===== src/rtl/boot_pkg.sv =====
// rtl/boot_pkg.sv - shared types and constants for the instruction-memory boot loader
package boot_pkg;

  localparam int WORD_W = 16;
  localparam int BYTE_W = 8;

  typedef enum logic [3:0] {
    S_IDLE,
    S_LEN,
    S_HI,
    S_LO,
    S_WR,
    S_CHK,
    S_RUN,
    S_DONE,
    S_ERR
  } state_e;

  localparam logic [3:0] OP_LDM = 4'b0000;
  localparam logic [3:0] OP_STM = 4'b0001;
  localparam logic [3:0] OP_ADD = 4'b0010;
  localparam logic [3:0] OP_LDI = 4'b0011;
  localparam logic [3:0] OP_SUB = 4'b0100;
  localparam logic [3:0] OP_JZ  = 4'b0101;

endpackage


===== src/rtl/imem_boot_loader_if.sv =====
// rtl/imem_boot_loader_if.sv - byte stream in, instruction-memory write port out
interface imem_boot_loader_if #(
  parameter int ADDR_W = 8
);

  logic [boot_pkg::BYTE_W-1:0] rx_data;
  logic                        rx_valid;
  logic                        rx_ready;
  logic                        imem_we;
  logic [ADDR_W-1:0]           imem_addr;
  logic [boot_pkg::WORD_W-1:0] imem_wdata;

  modport master (
    output rx_data, rx_valid,
    input  rx_ready, imem_we, imem_addr, imem_wdata
  );

  modport slave (
    input  rx_data, rx_valid,
    output rx_ready, imem_we, imem_addr, imem_wdata
  );

endinterface


===== src/rtl/run_timer.sv =====
// rtl/run_timer.sv - counts cycles spent in RUN, saturating, and flags the last allowed cycle
module run_timer
  import boot_pkg::*;
#(
  parameter int MAX_RUN = 0
) (
  input  logic              clk,
  input  logic              rst_n,
  input  logic              en,
  input  logic              clr,
  output logic [WORD_W-1:0] run_cycles,
  output logic              expired
);

  logic [WORD_W-1:0] cnt_q, cnt_d;

  always_comb begin
    cnt_d = cnt_q;
    if (clr) begin
      cnt_d = '0;
    end else if (en && (cnt_q != 16'hFFFF)) begin
      cnt_d = cnt_q + 16'd1;
    end
  end

  always_ff @(posedge clk or negedge rst_n) begin
    if (!rst_n) begin
      cnt_q <= '0;
    end else begin
      cnt_q <= cnt_d;
    end
  end

  // High during the MAX_RUN-th RUN cycle so the FSM leaves RUN after exactly MAX_RUN cycles.
  assign expired    = en && (MAX_RUN != 0) && (32'(cnt_q) == MAX_RUN - 1);
  assign run_cycles = cnt_q;

endmodule


===== src/rtl/imem_boot_loader.sv =====
// rtl/imem_boot_loader.sv - loads a checksummed byte-stream image into instruction memory
// and then releases the processor via cpu_ready.
module imem_boot_loader
  import boot_pkg::*;
#(
  parameter int IMEM_DEPTH = 256,
  parameter int ADDR_W     = 8,
  parameter int MAX_RUN    = 0
) (
  input  logic                     clk,
  input  logic                     rst_n,
  imem_boot_loader_if.slave        bus,
  output logic                     cpu_ready,
  input  logic                     reload,
  output logic                     done,
  output logic                     err,
  output logic [WORD_W-1:0]        run_cycles
);

  state_e            state_q, state_d;
  logic [BYTE_W-1:0] n_q, n_d, idx_q, idx_d, sum_q, sum_d, hi_q, hi_d;
  logic              imem_we_q, imem_we_d;
  logic [ADDR_W-1:0] addr_q, addr_d;
  logic [WORD_W-1:0] wdata_q, wdata_d;
  logic              cpu_ready_q, cpu_ready_d, done_q, done_d, err_q, err_d;
  logic              rx_ready, accept, reload_ok, run_en, run_expired;

  assign rx_ready  = (state_q == S_LEN) || (state_q == S_HI) ||
                     (state_q == S_LO)  || (state_q == S_CHK);
  assign accept    = rx_ready && bus.rx_valid;
  assign reload_ok = reload && ((state_q == S_RUN) || (state_q == S_DONE) || (state_q == S_ERR));
  assign run_en    = (state_q == S_RUN);

  run_timer #(.MAX_RUN(MAX_RUN)) u_run_timer (
    .clk        (clk),
    .rst_n      (rst_n),
    .en         (run_en),
    .clr        (reload_ok),
    .run_cycles (run_cycles),
    .expired    (run_expired)
  );

  always_comb begin
    state_d = state_q;
    n_d     = n_q;
    idx_d   = idx_q;
    sum_d   = sum_q;
    hi_d    = hi_q;
    addr_d  = addr_q;
    wdata_d = wdata_q;
    unique case (state_q)
      S_IDLE: state_d = S_LEN;
      S_LEN: if (accept) begin
        sum_d = '0;
        idx_d = '0;
        n_d   = bus.rx_data;
        if (32'(bus.rx_data) > IMEM_DEPTH) state_d = S_ERR;
        else if (bus.rx_data == '0)        state_d = S_CHK;
        else                               state_d = S_HI;
      end
      S_HI: if (accept) begin
        hi_d    = bus.rx_data;
        sum_d   = sum_q + bus.rx_data;
        state_d = S_LO;
      end
      // Address and data are registered here so they line up with the WR-cycle strobe.
      S_LO: if (accept) begin
        addr_d  = ADDR_W'(idx_q);
        wdata_d = {hi_q, bus.rx_data};
        sum_d   = sum_q + bus.rx_data;
        state_d = S_WR;
      end
      S_WR: begin
        if (idx_q == n_q - 8'd1) begin
          state_d = S_CHK;
        end else begin
          idx_d   = idx_q + 8'd1;
          state_d = S_HI;
        end
      end
      S_CHK: if (accept) state_d = (bus.rx_data == sum_q) ? S_RUN : S_ERR;
      S_RUN: begin
        if (reload_ok)        state_d = S_LEN;
        else if (run_expired) state_d = S_DONE;
      end
      S_DONE, S_ERR: if (reload_ok) state_d = S_LEN;
      default: state_d = S_IDLE;
    endcase
    imem_we_d   = (state_d == S_WR);
    cpu_ready_d = (state_d == S_RUN);
    done_d      = (state_d == S_DONE);
    err_d       = (state_d == S_ERR);
  end

  always_ff @(posedge clk or negedge rst_n) begin
    if (!rst_n) begin
      state_q     <= S_IDLE;
      n_q         <= '0;
      idx_q       <= '0;
      sum_q       <= '0;
      hi_q        <= '0;
      addr_q      <= '0;
      wdata_q     <= '0;
      imem_we_q   <= 1'b0;
      cpu_ready_q <= 1'b0;
      done_q      <= 1'b0;
      err_q       <= 1'b0;
    end else begin
      state_q     <= state_d;
      n_q         <= n_d;
      idx_q       <= idx_d;
      sum_q       <= sum_d;
      hi_q        <= hi_d;
      addr_q      <= addr_d;
      wdata_q     <= wdata_d;
      imem_we_q   <= imem_we_d;
      cpu_ready_q <= cpu_ready_d;
      done_q      <= done_d;
      err_q       <= err_d;
    end
  end

  assign bus.rx_ready   = rx_ready;
  assign bus.imem_we    = imem_we_q;
  assign bus.imem_addr  = addr_q;
  assign bus.imem_wdata = wdata_q;
  assign cpu_ready      = cpu_ready_q;
  assign done           = done_q;
  assign err            = err_q;

endmodule

===== src/flat_wrapper.sv =====
// flat-port wrapper written by rule: the top's interface ports become plain ports
module imem_boot_loader_flat import boot_pkg::*;
#(
  parameter int IMEM_DEPTH = 256,
  parameter int ADDR_W     = 8,
  parameter int MAX_RUN    = 0
)
  (clk, rst_n, cpu_ready, reload, done, err, run_cycles, bus_rx_data, bus_rx_valid, bus_rx_ready, bus_imem_we, bus_imem_addr, bus_imem_wdata);
  imem_boot_loader_if #(.ADDR_W(ADDR_W)) bus_i ();
  input  logic clk;
  input  logic rst_n;
  output logic cpu_ready;
  input  logic reload;
  output logic done;
  output logic err;
  output logic [WORD_W-1:0] run_cycles;
  input wire logic [$bits(bus_i.rx_data)-1:0] bus_rx_data;
  input wire logic [$bits(bus_i.rx_valid)-1:0] bus_rx_valid;
  output wire logic [$bits(bus_i.rx_ready)-1:0] bus_rx_ready;
  output wire logic [$bits(bus_i.imem_we)-1:0] bus_imem_we;
  output wire logic [$bits(bus_i.imem_addr)-1:0] bus_imem_addr;
  output wire logic [$bits(bus_i.imem_wdata)-1:0] bus_imem_wdata;
  assign bus_i.rx_data = bus_rx_data;
  assign bus_i.rx_valid = bus_rx_valid;
  assign bus_rx_ready = bus_i.rx_ready;
  assign bus_imem_we = bus_i.imem_we;
  assign bus_imem_addr = bus_i.imem_addr;
  assign bus_imem_wdata = bus_i.imem_wdata;
  imem_boot_loader #(.IMEM_DEPTH(IMEM_DEPTH), .ADDR_W(ADDR_W), .MAX_RUN(MAX_RUN)) u_core (.clk(clk), .rst_n(rst_n), .bus(bus_i), .cpu_ready(cpu_ready), .reload(reload), .done(done), .err(err), .run_cycles(run_cycles));
endmodule

===== config.mk =====
export PLATFORM = sky130hd
export DESIGN_NAME = imem_boot_loader_flat
export DESIGN_NICKNAME = d
export VERILOG_FILES = /design/src/rtl/boot_pkg.sv /design/src/rtl/imem_boot_loader_if.sv /design/src/rtl/run_timer.sv /design/src/rtl/imem_boot_loader.sv /design/src/flat_wrapper.sv
export SDC_FILE = /design/constraint.sdc
export NUM_CORES = 1
export LEC_CHECK = 0
export ABC_CLOCK_PERIOD_IN_PS = 5900
export CAP_MARGIN = 20
export CORE_MARGIN = 5
export CORE_UTILIZATION = 30
export DETAILED_ROUTE_END_ITERATION = 10
export HOLD_SLACK_MARGIN = 0.08
export PLACE_DENSITY = 0.53
export SLEW_MARGIN = 15
export SYNTH_ARGS = -nofsm -noshare
export SYNTH_HDL_FRONTEND = slang
export SYNTH_SLANG_ARGS = --single-unit

===== constraint.sdc =====
create_clock -name clk -period 5.9 [get_ports clk]
set_input_delay 1.18 -clock clk [delete_from_list [all_inputs] [get_ports clk]]
set_output_delay 1.18 -clock clk [all_outputs]
set_load 0.005 [all_outputs]

==> metrics.yaml <==
cells_and_area:
  synthToLayoutAreaGrowth_pct: 25.2
  final_cell_count_no_fill: 627
  diodes: 0
  final_area_mm2: 0.00508
  post-route-util_pct: 38.4
  finalNetCount: 470
  drive_above_1_share_pct: 12.6
  fill_cells: 1360
routing:
  routed_wl_mm: 9.60
  drt-pass1-iter-count: 4
  num_vias: 3109
  wire_per_inst_um: 15.3
  drc_errors: 0
  ant_nets: 0
  viasPerCell: 4.96
  initialDrtViolationCount: 205
worst_setup_path:
  critPathCaptureType: "register"
  cp-startpoint: "bus_rx_data[5]"
  reg2reg_from: "u_core.state_q[1]"
  crit_chain: "clkdlybuf4s50_1 > ha_1 > nor4_1 > o21ai_0 > o41a_1 > nor4_1 > a21oi_1 > a21oi_1"
  critPathSlowestCell: "clkdlybuf4s50_1"
  critPathLaunchType: "input port"
  crit_type: "in2reg"
  crit_buf_inv: 1
  crit_family: "compound AO/OA/AOI/OAI gates"
  critical_path_arrival_ns: 3.62
  cp_max_fo: 5
  max_stage_delay_ns: 0.55
  critPathRequiredTime_ns: 6.16
min_path:
  min_path_type: "reg2reg"
  hold_start: "u_core.sum_q[4]"
placed_design:
  port_buffers: 56
  dp_hpwl_mm: 6.72
  placed_cell_area_mm2: 0.00479
  place_inst: 612
  place_congestion: 0.779
sta:
  max_slew_margin_pct: 43.5
  fin_worst_skew_ns: 0.00883
  setup_violations: 0
  layout_min_cycle_time_ns: 3.36
  tightest_slew_ns: 0.846
  finalSetupTns_ns: 0
  finalHoldViolCount: 0
  max_freq_mhz: 298
  fin_crit_sh_pct: 56.9
  finalMaxSlewViolations: 0
  rsz0062_at_grt: "no"
synth:
  ys_ff_latch: 80
  synth_flop_cell: "dfrtp_1"
  syn_area_mm2: 0.00406
  ys_seq_area_share_pct: 49.3
  synth_fp_nets: 416
  synth_edf_count: 0
  ys_async_sr_fraction_pct: 100
  synth_cells: 393
  ys_warn_count: 0
  synth_area_per_cell_um2: 10.3
  yosysUniqueCellTypes: 64
power_and_ir_drop:
  comb_power_share_pct: 38.3
  powerDensity_mw_per_mm2: 489
  seqPwrFrac_pct: 39.5
  internal_power_uw: 1630
  switching_share_pct: 34.3
  p_leak_uw: 0.00221
  p_sw_uw: 852
  pwr-share-clk_pct: 22.2
  max-vdd-ir-drop_mv: 0.154
clock_tree:
  numCtsBuffers: 9
  clk_latency_ns: 0.34
  htreeDepth: 3
  hold_buffers: 0
  cts_tree: "yes"
  clkTransAtPathRegs_ns: 0.06
  post_cts_buffers: 0
  ctsRootBufferMaster: "clkbuf_16"
  clk_path_buf_depth: 2
  cts_sinks: 80
  cts_resized: 0
floorplan:
  rows: 42
  die_h_um: 126
  die-area_mm2: 0.0160
  initial_core_util_pct: 30.6
  num_io_pins: 57
  core_region_area_mm2: 0.0132
  die-width_um: 126
flow_run:
  maxCapViolCount: 0
grt:
  overflow: 0
  grt.total_usage_pct: 12.5
  grt_start_max_net_pins: 81
  grt_antenna_before_repair: 0
  grt_pass1_vias: 3070
  grt_pass1_wl_mm: 16.1
outcome:
  status: "finished, final reports clean"
## worst min-delay path: cells and delay by family (launching register included)
| family | cells | cell delay, ns |
|---|---|---|
| AO/OA/AOI/OAI | 1 | 0.06 |
| flip-flops | 1 | 0.34 |
| AND/OR/NAND/NOR | 1 | 0.05 |
## logic make-up (layout without fill, tap and decap cells)
group / Yosys count / in the layout / share of synthesized area [%]
simple gates: 149 / 149 / 18.9
flops: 80 / 80 / 49.3
compound gates: 68 / 68 / 11.2
mux: 34 / 34 / 9.31
buf+inv: 28 / 86 / 2.78
xor+xnor: 23 / 23 / 4.96
fa+ha+maj: 11 / 11 / 3.58
## Yosys cell counts, types with 5 or more instances
library cell,n,share of area [%]
or3_1,5,0.77
nand3_1,17,2.1
mux2_2,30,8.3
nor2b_1,5,0.77
xnor2_1,8,1.7
xor2_1,15,3.2
ha_1,10,3.1
nand2_1,46,4.3
nor2_1,29,2.7
clkbuf_1,9,0.83
o21ai_0,20,2.5
a21oi_1,16,2.0
buf_2,6,0.74
inv_1,13,1.2
nor3_1,8,0.99
and3_1,8,1.2
dfrtp_1,80,49
## metal layers
| layer | part of all wire [%] | vias up | GRT usage (%) | routed length (um) |
|---|---|---|---|---|
| li1 | - | 1511 | - | - |
| met4 | 1.7 | 0 | 4.79 | 162 |
| met2 | 47 | 39 | 19.6 | 4510 |
| met1 | 48 | 1549 | 17.0 | 4630 |
| met5 | 0 | - | 0 | 0 |
| met3 | 3.1 | 10 | 2.73 | 301 |
## worst paths after layout
check                                                end  slack [ns]  cells after the start
worst max-delay path                         u_core.done        2.54                      8
worst min-delay path                     u_core.sum_q[4]        0.49                      2
worst max register to register           u_core.idx_q[2]        3.32                      5
worst min register to register           u_core.sum_q[4]        0.49                      2
max in group asynchronous        u_core.bus.imem_addr[4]        4.49                      1
min in group asynchronous       u_core.bus.imem_wdata[0]        0.88                      1
## cell usage in the layout, fill, tap and decap left out, types with 3 or more instances in the layout
cell | synthesis | final
o31ai_1 | 4 | 4
inv_1 | 13 | 13
clkbuf_16 | 0 | 9
dfrtp_1 | 80 | 80
a21oi_1 | 16 | 16
xnor2_1 | 8 | 8
clkdlybuf4s50_1 | 0 | 55
xor2_1 | 15 | 15
nand2_1 | 46 | 46
mux2_2 | 30 | 30
a211oi_1 | 3 | 3
nor2b_1 | 5 | 5
or3_1 | 5 | 5
nand3_1 | 17 | 17
nor2_1 | 29 | 29
nor4_1 | 4 | 4
nand4_1 | 3 | 3
ha_1 | 10 | 10
mux2i_1 | 4 | 4
and3_1 | 8 | 8
nor3_1 | 8 | 8
o21ai_0 | 20 | 20
## final cells by class
class	count	area (um2)	share of cell area (%)
well taps	176	220	4.33
inverters	13	48.8	0.961
clock buffers	12	246	4.85
clock inverters	3	42.5	0.837
multi-input cells	285	1940	38.3
repair buffers	58	577	11.4
flip-flops and latches	80	2000	39.4
## power groups by stage
| stage | Combinational (uW) | Clock (uW) | Sequential, uW |
|---|---|---|---|
| after detailed placement | 963 | 0 | 990 |
| after CTS | 968 | 571 | 982 |
| final | 951 | 551 | 980 |
| after floorplan | 617 | 0 | 914 |
| after global routing | 1060 | 594 | 1020 |
| after global placement | 942 | 0 | 985 |
## sequential cells by signal, summed over array words and instances (netlist names)
signal                         cells
u_core.err                         1
u_core.done                        1
u_core.u_run_timer.run_cycles     16
u_core.hi_q                        8
u_core.idx_q                       8
u_core.n_q                         8
u_core.sum_q                       8
u_core.bus.imem_we                 1
u_core.cpu_ready                   1
u_core.bus.imem_addr               8
u_core.state_q                     4
u_core.bus.imem_wdata             16
## stage by stage
step	worst slack, ns	power, uW	hold WS, ns
after floorplan	3.09	1530	0.447
after global placement	2.23	1930	0.468
after detailed placement	2.20	1950	0.480
after CTS	2.54	2520	0.496
after global routing	2.29	2680	0.513
final	2.54	2480	0.489
No activity file was read; power rests on OpenSTA's default activity.
